==> src/rtl/nibble_serial_add_ctrl.sv <==
// Sequencer that adds two WIDTH-bit operands through one shared external 4-bit adder,
// one nibble per clock, LSB first, with the carry chained through a register.
module nibble_serial_add_ctrl #(
  parameter int WIDTH = 16
) (
  input  logic             Clk,
  input  logic             Reset_n,
  input  logic             Start,
  input  logic [WIDTH-1:0] Op_A,
  input  logic [WIDTH-1:0] Op_B,
  input  logic             Cin,
  output logic             Busy,
  output logic             Done,
  output logic [WIDTH-1:0] Result,
  output logic             Cout,
  output logic [3:0]       Add_A,
  output logic [3:0]       Add_B,
  output logic             Add_Cin,
  input  logic [3:0]       Add_Sum,
  input  logic             Add_Cout
);

  localparam int NIBBLES = WIDTH / 4;
  localparam int CNT_W   = (NIBBLES > 1) ? $clog2(NIBBLES) : 1;
  localparam logic [CNT_W-1:0] LAST_NIB = CNT_W'(NIBBLES - 1);

  typedef enum logic [1:0] {
    IDLE = 2'd0,
    RUN  = 2'd1,
    DONE = 2'd2
  } state_t;

  state_t           state_r;
  logic [WIDTH-1:0] a_sh_r;
  logic [WIDTH-1:0] b_sh_r;
  logic [WIDTH-1:0] result_r;
  logic             carry_r;
  logic             cout_r;
  logic             busy_r;
  logic             done_r;
  logic [CNT_W-1:0] cnt_r;

  // Control FSM plus operand/result datapath registers; Start is honoured only in IDLE or DONE.
  always_ff @(posedge Clk) begin
    if (!Reset_n) begin
      state_r  <= IDLE;
      a_sh_r   <= {WIDTH{1'b0}};
      b_sh_r   <= {WIDTH{1'b0}};
      result_r <= {WIDTH{1'b0}};
      carry_r  <= 1'b0;
      cout_r   <= 1'b0;
      busy_r   <= 1'b0;
      done_r   <= 1'b0;
      cnt_r    <= {CNT_W{1'b0}};
    end else begin
      case (state_r)
        IDLE, DONE: begin
          if (Start) begin
            state_r  <= RUN;
            a_sh_r   <= Op_A;
            b_sh_r   <= Op_B;
            carry_r  <= Cin;
            cnt_r    <= {CNT_W{1'b0}};
            result_r <= {WIDTH{1'b0}};
            cout_r   <= 1'b0;
            busy_r   <= 1'b1;
            done_r   <= 1'b0;
          end else begin
            state_r <= IDLE;
            busy_r  <= 1'b0;
            done_r  <= 1'b0;
          end
        end
        RUN: begin
          // Sum nibbles enter at the top so after NIBBLES passes nibble 0 sits at the bottom.
          result_r <= (result_r >> 4) | (WIDTH'(Add_Sum) << (WIDTH - 4));
          carry_r  <= Add_Cout;
          a_sh_r   <= a_sh_r >> 4;
          b_sh_r   <= b_sh_r >> 4;
          if (cnt_r == LAST_NIB) begin
            state_r <= DONE;
            cout_r  <= Add_Cout;
            cnt_r   <= {CNT_W{1'b0}};
            busy_r  <= 1'b0;
            done_r  <= 1'b1;
          end else begin
            cnt_r  <= cnt_r + CNT_W'(1);
            busy_r <= 1'b1;
            done_r <= 1'b0;
          end
        end
        default: begin
          state_r <= IDLE;
          busy_r  <= 1'b0;
          done_r  <= 1'b0;
          cnt_r   <= {CNT_W{1'b0}};
        end
      endcase
    end
  end

  // Adder inputs come only from registers and are forced to zero outside RUN.
  always_comb begin
    Add_A   = 4'd0;
    Add_B   = 4'd0;
    Add_Cin = 1'b0;
    if (state_r == RUN) begin
      Add_A   = a_sh_r[3:0];
      Add_B   = b_sh_r[3:0];
      Add_Cin = carry_r;
    end else begin
      Add_A   = 4'd0;
      Add_B   = 4'd0;
      Add_Cin = 1'b0;
    end
  end

  assign Busy   = busy_r;
  assign Done   = done_r;
  assign Result = result_r;
  assign Cout   = cout_r;

endmodule
==> config.mk <==
export PLATFORM = sky130hd
export DESIGN_NAME = nibble_serial_add_ctrl
export DESIGN_NICKNAME = d
export VERILOG_FILES = /design/src/rtl/nibble_serial_add_ctrl.sv
export SDC_FILE = /design/constraint.sdc
export NUM_CORES = 1
export LEC_CHECK = 0
export ABC_AREA = 1
export BUFFER_PORTS_ARGS = -buffer_cell sky130_fd_sc_hd__buf_2
export CAP_MARGIN = 20
export CORE_UTILIZATION = 25
export DETAILED_ROUTE_END_ITERATION = 16
export PLACE_DENSITY = 0.51
export SLEW_MARGIN = 5
export SYNTH_ARGS = -nofsm -noshare
export SYNTH_HDL_FRONTEND = slang
export SYNTH_SLANG_ARGS = --single-unit
==> constraint.sdc <==
create_clock -name Clk -period 1.09 [get_ports Clk]
set_input_delay 0.2725 -clock Clk [delete_from_list [all_inputs] [get_ports Clk]]
set_output_delay 0.2725 -clock Clk [all_outputs]
set_load 0.005 [all_outputs]
; Yosys cells after proc, flatten, opt, wreduce, memory -nomap -nowiden
; Cells that the tools add are included.
[totals]
ff_bits = 56
in_bits = 41
out_inout_bits = 28
elab_cells = 46
[op_classes]
n_addsub = 1
eq_ne = 5
n_mux = 24
bitwise_logic = 1
n_reduce_logical = 6
[op_table]
columns = cell, count
row1 = one-hot mux 16 bit (2 select lines), 3
row2 = 2-to-1 mux 16 bit, 3
row3 = bitwise OR 12 x 16 -> 16 bit, 1
row4 = 2-to-1 mux 1 bit, 8
row5 = 2-to-1 mux 4 bit, 2
row6 = one-hot mux 2 bit (2 select lines), 2
row7 = 2-to-1 mux 2 bit, 3
row8 = one-hot mux 1 bit (2 select lines), 3
row9 = "== test 2 bit, second input constant", 2
row10 = "inequality test 2 bit, second input constant", 2
row11 = AND reduction 2 bit, 2
row12 = AND reduction 3 bit, 1
row13 = "adder 2 x 1 -> 2 bit, second input constant", 1
row14 = "== test 2 x 1 -> 1 bit, second input constant", 1
row15 = logical NOT 2 bit, 1
row16 = nonzero test 2 bit, 1
row17 = OR reduction 2 bit, 1

; Depth between registers and ports, before layout
; Gate-level depths: netlist of run 1.
[depth]
depth_word = 4
ltp_mapped = 7
mapped_depth_nobuf = 6

; Worst setup path after synthesis of run 1
; OpenSTA, ideal clock, no wires.
[synth_path]
path_type = register to output
start = register state_r[0]
end = output Add_A[0]
arrival_time_ns = 0.825
required_time_ns = 0.817
setup_slack_ns = -0.007
stages_incl_launch_ff = 5
path_buffers = 2
path_cell_list = dfxtp_1 -> buf_6 -> nand2_8 -> buf_2 -> nor2_1
[synth_via]
elab_chain_cells = 2
[synth_rtl]
columns = element, line_no
row1 = start: declaration, 33  ; state_t state_r;
row2 = start signal: assignment, 46  ; state_r <= IDLE;
row3 = start signal: assignment, 59  ; state_r <= RUN;
row4 = start signal: assignment, 69  ; state_r <= IDLE;
row5 = == test 2 x 1 -> 1 bit, 107  ; if (state_r == RUN) begin
row6 = 2-to-1 mux 4 bit, 107
row7 = end: declaration, 16  ; output logic [3:0] Add_A,
; No other way between the ends.

; Final worst setup path of run 1
[layout_path]
start = register state_r[0]
end = output Add_Cin
[layout_via]
elab_chain_cells = 2
[layout_rtl]
columns = element, line_no
row1 = == test 2 x 1 -> 1 bit, 107
row2 = 2-to-1 mux 1 bit, 107
row3 = end: declaration, 18  ; output logic Add_Cin,
; No other way between the ends.

==> run_results.csv, run 1 <==
group,metric,value,unit
final_layout,drive_above_1_share,36.2,%
floorplanning,num_rows,37,
clock_tree,ctsHoldBuffers,0,
sta,layout_setup_ws,-0.232,ns
final_layout,finish.utilization,38.1,%
power,cellPowerDensity,1190,mW/mm^2
worst_setup_path,slowest_stage,"dfxtp_4",
worst_setup_path,cp_max_fo,11,
routing,num_vias,2777,
worst_setup_path,cpPeakStageDelay,0.40,ns
routing,vias_per_cell,4.37,
routing,ant_nets,0,
sta,min_period,1.32,ns
floorplanning,coreArea,0.0104,sq mm
worst_setup_path,end_kind,"output port",
grt,grt_pass1_vias,2618,
clock_tree,cts_sinks,56,
run,maxCapViolations,0,
power,p_leak,1.94,nW
synth,syn_inst,405,
sta,worst_clock_skew,0.0132,ns
synth,yosysWarnings,0,
floorplanning,ios,69,
final_layout,fill_cells,1134,
final_layout,mostFrequentLayoutCell,"nand2_1",
floorplanning,dieHeight,106,um
routing,drt_first_pass_iters,4,
final_layout,final-seq-area,0.00115,sq mm
synth,yosys.area.top_type,"dfxtp_1",
synth,ys_ff_latch,56,
routing,drt-initial-drc-count,151,
sta,rsz0062_at_grt,"true",
sta,max-slew-margin-rel,85.1,%
sta,hold_violations,0,
sta,tightest_slew,0.224,ns
final_layout,final_cell_area,0.00397,sq mm
clock_tree,cts_root_buffer,"clkbuf_8",
status,status,"finished, violations left",
clock_tree,htree_levels,2,
routing,routed_wirelength,7810,um
clock_tree,cts.reportedPaths.clkPinSlew,0.12,ns
final_layout,area_delta_synth_final,46.9,%
synth,synth_cell_types,17,
floorplanning,start_util,26.0,%
place,gp_congestion,0.763,
synth,syn-cell-area,0.00271,sq mm
final_layout,layout_common_cells,"nand2_1 (81), nand3_1 (76), buf_2 (66)",
sta,max_clock_freq,757,MHz
routing,drcViolationCount,0,
grt,track_usage,13.9,%
clock_tree,cts_tree,"done",
final_layout,fin_nets,541,
floorplanning,die_x,106,um
place,port_buffers,68,
worst_setup_path,crit_chain,"nand2_8 > nor2_2 > buf_2",
synth,ys_top_cells_by_area,"dfxtp_1 (41%), nand3_1 (14%), nand2_1 (11%), inv_1 (8.7%), nor2_1 (5.4%)",
place,dp_hpwl,4930,um
hold_path,hold_class,"in2reg",
worst_setup_path,worst_setup_path_start_kind,"register",
synth,avgSynthCellArea,6.68,sq um
place,dp.cells,604,
power,peakVddDrop,0.631,mV
grt,antenna_found_initial,1,
clock_tree,clk_latency,0.32,ns
sta,setup_viol,65,
grt,grt_pass1_wl,12500,um
worst_setup_path,required,0.82,ns
sta,worst_hold_slack,0.173,ns
floorplanning,dieArea,0.0112,sq mm
place,place_area,0.00331,sq mm
grt,grt_max_degree,30,
power,finalPower,4.71,mW
worst_setup_path,r2r_cells,6,
clock_tree,clockBufferDepth,2,
hold_path,hold_depth,3,
worst_setup_path,crit_type,"reg2out",
final_layout,multi_input_area,0.00134,sq mm
worst_setup_path,crit_arrival,1.05,ns
synth,syn-num-nets,447,
final_layout,fin_cells,636,
grt,globalRouteOverflowTotal,0,
final_layout,diodes,0,
sta,min_period_over_period,121,%
status,violations,"setup timing",
sta,drv_slew,0,
routing,drt-wirelength-per-cell,12.3,um
synth,ys_seq_area_share,41.4,%
clock_tree,numCtsBuffers,5,
synth,yosysTopAreaCellShare,41.4,%
-- repair_timing --
action / in CTS / in global routing
gates resized for setup: 42 / 41
buffers inserted: 4 / 13
pin swaps: 1 / 2
cloned: 4 / 3
setup endpoints to repair: 77 / 83
-- registers in the layout (all words and copies together) (netlist names) --
name     cells
Cout         1
Result      16
Busy         1
b_sh_r      16
Done         1
cnt_r        2
carry_r      1
state_r      2
a_sh_r      16
-- Yosys cell counts --
| library cell | count |
|---|---|
| buf_4 | 5 |
| nor3_1 | 24 |
| buf_2 | 17 |
| nor2_1 | 39 |
| inv_2 | 3 |
| clkbuf_1 | 2 |
| buf_6 | 5 |
| inv_1 | 63 |
| a21oi_1 | 28 |
| ha_1 | 1 |
| nand2_4 | 1 |
| dfxtp_1 | 56 |
| o21ai_0 | 1 |
| nand3_1 | 76 |
| inv_4 | 1 |
| nand2_1 | 82 |
| nand2_8 | 1 |
-- report_power, final --
part / internal [mW] / switching (mW)
clock network: 0.472 / 0.770
logic: 0.573 / 0.658
registers: 2.19 / 0.0496
-- critical path, delay by kind of cell, from the launching register on --
kind / cells / cell delay, ns
flip-flops: 1 / 0.40
AND/OR/NAND/NOR: 2 / 0.21
buffers and inverters: 1 / 0.11
-- cell type report --
cell class / count / share of cell area (%)
inverters: 67 / 6.83
flip-flops and latches: 56 / 28.9
well taps: 136 / 4.28
multi-input cells: 255 / 33.8
clock inverters: 3 / 0.630
clock buffers: 5 / 1.73
repair buffers: 114 / 23.8
-- metrics by stage --
step                      setup TNS [ns]  setup WS (ns)
after CTS                         -10.06         -0.255
after floorplan                  -0.0642       -0.00714
after global routing              -13.24         -0.292
after global placement             -6.33         -0.140
after detailed placement           -7.78         -0.191
final                              -9.01         -0.232
-- path summary, 6_finish.rpt --
kind	start	endpoint	slack (ns)
max reg2reg	state_r[0]	a_sh_r[4]	-0.18
max	state_r[0]	Add_Cin	-0.23
min	Add_Sum[2]	Result[14]	0.17
min reg2reg	cnt_r[0]	cnt_r[0]	0.48
-- cell families (layout without fill, tap and decap cells) --
family | Yosys count | after routing | synth area share (%)
flops | 56 | 56 | 41.4
simple gates | 223 | 225 | 36.4
fa+ha+maj | 1 | 1 | 0.462
buf+inv | 96 | 189 | 16.3
compound gates | 29 | 29 | 5.37
-- metal layers --
metal | wire, um | part of all wire [%] | vias up | global-route usage (%)
li1 | - | - | 1450 | -
met1 | 3770 | 48 | 1255 | 18.5
met2 | 3610 | 46 | 63 | 22.9
met3 | 361 | 4.6 | 9 | 3.25
met4 | 68 | 0.87 | 0 | 3.08
met5 | 0 | 0 | - | 0
Note: power is estimated with default switching activity, not from simulation.
==> inputs of run 2 (changes only) <==
--- a/config.mk
+++ b/config.mk
@@ -10,7 +10,8 @@
 export CAP_MARGIN = 20
 export CORE_UTILIZATION = 25
 export DETAILED_ROUTE_END_ITERATION = 16
-export PLACE_DENSITY = 0.51
+export MAX_ROUTING_LAYER = met4
+export PLACE_DENSITY = 0.5
 export SLEW_MARGIN = 5
 export SYNTH_ARGS = -nofsm -noshare
 export SYNTH_HDL_FRONTEND = slang
==> constraint.sdc (replaced) <==
create_clock -name Clk -period 1.3 [get_ports Clk]
set_input_delay 0.325 -clock Clk [delete_from_list [all_inputs] [get_ports Clk]]
set_output_delay 0.325 -clock Clk [all_outputs]
set_load 0.005 [all_outputs]
==> run_results.csv, run 2 (synthesis results as in run 1) <==
group,metric,value,unit
final_layout,fin_nets,522,
clock_tree,cts_root_buffer,"clkbuf_8",
floorplanning,ios,69,
clock_tree,clk_latency,0.32,ns
worst_setup_path,rrSetupSlack,0.03,ns
routing,ant_nets,0,
place,port_buffers,68,
final_layout,area_delta_synth_final,35.9,%
final_layout,final_cell_area,0.00368,sq mm
power,internal_power,2.81,mW
worst_setup_path,r2r_cells,8,
final_layout,fin_cells,618,
power,pwr-share-clk,29.5,%
power,cellPowerDensity,1080,mW/mm^2
routing,num_vias,2666,
clock_tree,cts_tree,"done",
status,violations,"setup timing",
sta,worst_clock_skew,0.00604,ns
power,finalPower,3.98,mW
worst_setup_path,rr_startpoint,"state_r[1]",
worst_setup_path,end_kind,"output port",
power,p_switching,1.17,mW
worst_setup_path,cp_max_fo,6,
sta,setup_viol,9,
power,sw_frac_of_total,29.5,%
sta,rsz0062_at_grt,"true",
routing,drt_first_pass_iters,4,
floorplanning,coreArea,0.0104,sq mm
sta,hold_violations,0,
hold_path,hold_class,"in2reg",
final_layout,mostFrequentLayoutCell,"nand2_1",
grt,globalRouteOverflowTotal,0,
hold_path,hold_depth,3,
sta,tightest_slew,0.193,ns
power,peakVddDrop,0.432,mV
grt,grt_pass1_wl,12100,um
sta,drv_slew,0,
clock_tree,cts_sinks,56,
floorplanning,dieHeight,106,um
routing,vias_per_cell,4.31,
worst_setup_path,required,0.98,ns
worst_setup_path,worstReg2RegEnd,"a_sh_r[10]",
floorplanning,dieArea,0.0112,sq mm
floorplanning,num_rows,37,
routing,drt-initial-drc-count,64,
clock_tree,numCtsBuffers,5,
place,dp.cells,598,
power,comb_power_share,23.3,%
clock_tree,cts.reportedPaths.clkPinSlew,0.11,ns
sta,max_clock_freq,718,MHz
routing,drt-wirelength-per-cell,12.6,um
clock_tree,htree_levels,2,
hold_path,min_from,"Op_B[7]",
final_layout,layout_common_cells,"nand2_1 (81), nand3_1 (74), buf_2 (68)",
routing,routed_wirelength,7760,um
worst_setup_path,crit_type,"reg2out",
floorplanning,die_x,106,um
grt,grt_max_degree,30,
grt,track_usage,13.7,%
sta,min_period_over_period,107,%
hold_path,holdPathEnd,"b_sh_r[7]",
place,gp_congestion,0.773,
worst_setup_path,crit_arrival,1.07,ns
status,status,"finished, violations left",
routing,drcViolationCount,0,
power,seqPwrFrac,47.2,%
sta,max-slew-margin-rel,87.1,%
clock_tree,clockBufferDepth,2,
final_layout,finish.utilization,35.3,%
run,maxCapViolations,0,
sta,layout_setup_ws,-0.0934,ns
sta,min_period,1.39,ns
place,place_area,0.00323,sq mm
floorplanning,start_util,26.0,%
grt,antenna_found_initial,1,
power,p_leak,1.78,nW
place,dp_hpwl,4820,um
final_layout,drive_above_1_share,28.5,%
clock_tree,ctsHoldBuffers,0,
worst_setup_path,worst_setup_path_start_kind,"register",
grt,grt_pass1_vias,2552,
[run 2: cell types whose count changed in the layout (fill, tap and decap cells not counted), moves of 4 or more]
cell | before | now
buf_12 | 10 | 6
nor3_2 | 13 | 9
dfxtp_1 | 36 | 54
nor3_1 | 7 | 12
nor2_2 | 9 | 5
buf_4 | 25 | 10
dfxtp_2 | 19 | 1
[run 2: what timing repair did]
action | 4_1_cts | 5_1_grt
buffers inserted | 5 | 0
cloned | 1 | 5
setup endpoints to repair | 17 | 46
gates resized for setup | 10 | 37
pin swaps | 1 | 1
[run 2: through the flow]
stage                     TNS (ns)  worst slack [ns]  hold WS [ns]
after global routing         -1.34            -0.145         0.231
after detailed placement   -0.0266           -0.0146         0.462
final                       -0.727           -0.0934         0.235
after CTS                   -0.923            -0.115         0.226
after global placement           0            0.0232         0.459
after floorplan                  0             0.150         0.443
[run 2: worst max path at each step]
stage          depth (start not counted)  slack [ns]       end       start
3_3_place_gp                           3        0.02  Add_B[2]  state_r[0]
6_report                               4       -0.09  Add_A[3]  state_r[1]
3_5_place_dp                           5       -0.01  cnt_r[0]  state_r[0]
2_1_floorplan                          4        0.15  Add_A[0]  state_r[0]
4_1_cts                                4       -0.12  Add_B[2]  state_r[1]
5_1_grt                                4       -0.14  Add_B[0]  state_r[1]
[run 2: critical path: stages (launching register included)]
cell,delay [ns]
dfxtp_2,0.34
inv_4,0.10
nand2_4,0.11
nor2_2,0.09
buf_2,0.11
[run 2: power by group through the flow]
stage | sequential [mW] | combinational (mW) | clock, mW
2_1_floorplan | 1.91 | 0.540 | 0
3_3_place_gp | 1.92 | 0.761 | 0
3_5_place_dp | 1.92 | 0.768 | 0
4_1_cts | 1.88 | 0.808 | 1.23
5_1_grt | 1.90 | 1.05 | 1.28
6_report | 1.88 | 0.927 | 1.18
[run 2: area by class of cell]
class	instances	area [sq um]
Antenna cell	1	2.50
Clock buffer	5	68.8
Clock inverter	3	42.5
Fill cell	1164	6740
Inverter	67	262
Multi-Input combinational cell	255	1300
Sequential cell	56	1130
Tap cell	136	170
Timing Repair Buffer	95	704
[run 2: layer usage]
| metal | routed length [um] | up-vias | global-route usage [%] | share of wire (%) |
|---|---|---|---|---|
| met5 | 0 | - | - | 0 |
| met4 | 54 | 0 | 3.27 | 0.70 |
| li1 | - | 1411 | - | - |
| met3 | 295 | 5 | 2.58 | 3.8 |
| met1 | 3810 | 1210 | 17.9 | 49 |
| met2 | 3610 | 40 | 21.8 | 46 |
==> inputs of run 3 (changes only) <==
--- a/config.mk
+++ b/config.mk
@@ -12,6 +12,7 @@
 export DETAILED_ROUTE_END_ITERATION = 16
 export MAX_ROUTING_LAYER = met4
 export PLACE_DENSITY = 0.5
+export SETUP_SLACK_MARGIN = 0.2
 export SLEW_MARGIN = 5
 export SYNTH_ARGS = -nofsm -noshare
 export SYNTH_HDL_FRONTEND = slang
==> run_results.csv, run 3 (synthesis results as in run 1) <==
group,metric,value,unit
routing,drt-initial-drc-count,105,
final_layout,layout_common_cells,"nand2_1 (79), nand3_1 (75), buf_2 (64)",
grt,grt_max_degree,30,
floorplanning,dieHeight,106,um
floorplanning,die_x,106,um
place,dp_hpwl,4860,um
sta,rsz0062_at_grt,"true",
place,port_buffers,68,
routing,vias_per_cell,4.42,
floorplanning,ios,69,
place,place_area,0.00325,sq mm
place,pre_cts_ws,0.0523,ns
routing,ant_nets,0,
floorplanning,start_util,26.0,%
sta,worst_clock_skew,0.0147,ns
power,p_leak,1.88,nW
floorplanning,num_rows,37,
sta,drv_slew,0,
routing,drt-wirelength-per-cell,12.7,um
routing,drt_first_pass_iters,4,
power,peakVddDrop,0.459,mV
floorplanning,coreArea,0.0104,sq mm
status,status,"finished, violations left",
clock_tree,cts_root_buffer,"clkbuf_8",
routing,routed_wirelength,7980,um
worst_setup_path,cp_max_fo,7,
clock_tree,ctsHoldBuffers,0,
sta,max-slew-margin-rel,86.5,%
worst_setup_path,required,0.98,ns
grt,globalRouteOverflowTotal,0,
grt,grt_pass1_wl,12900,um
final_layout,area_delta_synth_final,44.1,%
sta,min_period,1.38,ns
place,gp_congestion,0.739,
sta,layout_setup_ws,-0.0789,ns
run,maxCapViolations,0,
grt,antenna_found_initial,0,
clock_tree,clk_latency,0.32,ns
sta,setup_viol,53,
clock_tree,numCtsBuffers,5,
final_layout,final_cell_area,0.00390,sq mm
clock_tree,cts_sinks,56,
sta,finalSetupTns,-1.84,ns
sta,min_period_over_period,106,%
final_layout,finish.utilization,37.4,%
sta,tightest_slew,0.202,ns
status,violations,"setup timing",
final_layout,mostFrequentLayoutCell,"nand2_1",
worst_setup_path,crit_arrival,1.05,ns
clock_tree,clockBufferDepth,2,
floorplanning,dieArea,0.0112,sq mm
clock_tree,cts_tree,"done",
power,cellPowerDensity,1010,mW/mm^2
routing,num_vias,2785,
worst_setup_path,crit_type,"reg2out",
grt,track_usage,14.7,%
final_layout,diodes,0,
worst_setup_path,worst_setup_path_start_kind,"register",
clock_tree,cts.reportedPaths.clkPinSlew,0.12,ns
sta,hold_violations,0,
final_layout,fin_nets,535,
clock_tree,htree_levels,2,
routing,drcViolationCount,0,
grt,grt_pass1_vias,2609,
worst_setup_path,end_kind,"output port",
hold_path,hold_class,"in2reg",
final_layout,drive_above_1_share,37.7,%
sta,max_clock_freq,725,MHz
-- run 3: final cells by class --
class,count,area (sq um)
Inverter,67,272
Multi-Input combinational cell,255,1360
Tap cell,136,170
Fill cell,1133,6520
Clock buffer,6,82.6
Clock inverter,2,17.5
Sequential cell,56,1150
Timing Repair Buffer,108,852
-- run 3: per-layer routing --
metal	wire length, um	share of wire [%]	up-vias	GRT usage [%]
li1	-	-	1434	-
met1	3900	49	1271	20.0
met2	3670	46	75	22.8
met3	377	4.7	5	2.39
met4	32	0.40	0	3.27
met5	0	0	-	-
-- run 3: report_power, final --
part | leakage, nW | total [mW] | switching, mW | internal [mW]
Sequential | 0.470 | 1.88 | 0.0455 | 1.84
Clock | 0.0522 | 1.08 | 0.631 | 0.449
Combinational | 1.36 | 0.975 | 0.547 | 0.429
-- run 3: worst paths after layout --
path,from,endpoint,slack [ns],cells after the start
max,state_r[1],Add_B[3],-0.08,4
min,Op_A[4],a_sh_r[4],0.23,3
max reg2reg,state_r[0],Cout,-0.05,9
min reg2reg,a_sh_r[12],a_sh_r[12],0.49,2
-- run 3: critical path, cell delays in order, from the launching register on --
cell     delay, ns
dfxtp_2       0.34
inv_4         0.09
nand2_8       0.09
nor2_2        0.11
buf_2         0.11
-- run 3: timing repair --
action / CTS / global route
pin swaps: 3 / 2
buffers inserted: 17 / 4
gates resized for setup: 51 / 24
gates cloned: 3 / 2
endpoints found under the setup margin: 77 / 84
-- run 3: stage by stage --
step	std cells	total power, mW	hold slack [ns]
2_1_floorplan	405	2.47	0.443
3_3_place_gp	596	2.69	0.458
3_5_place_dp	596	2.70	0.471
4_1_cts	624	3.92	0.219
5_1_grt	630	4.18	0.220
6_report	630	3.94	0.228
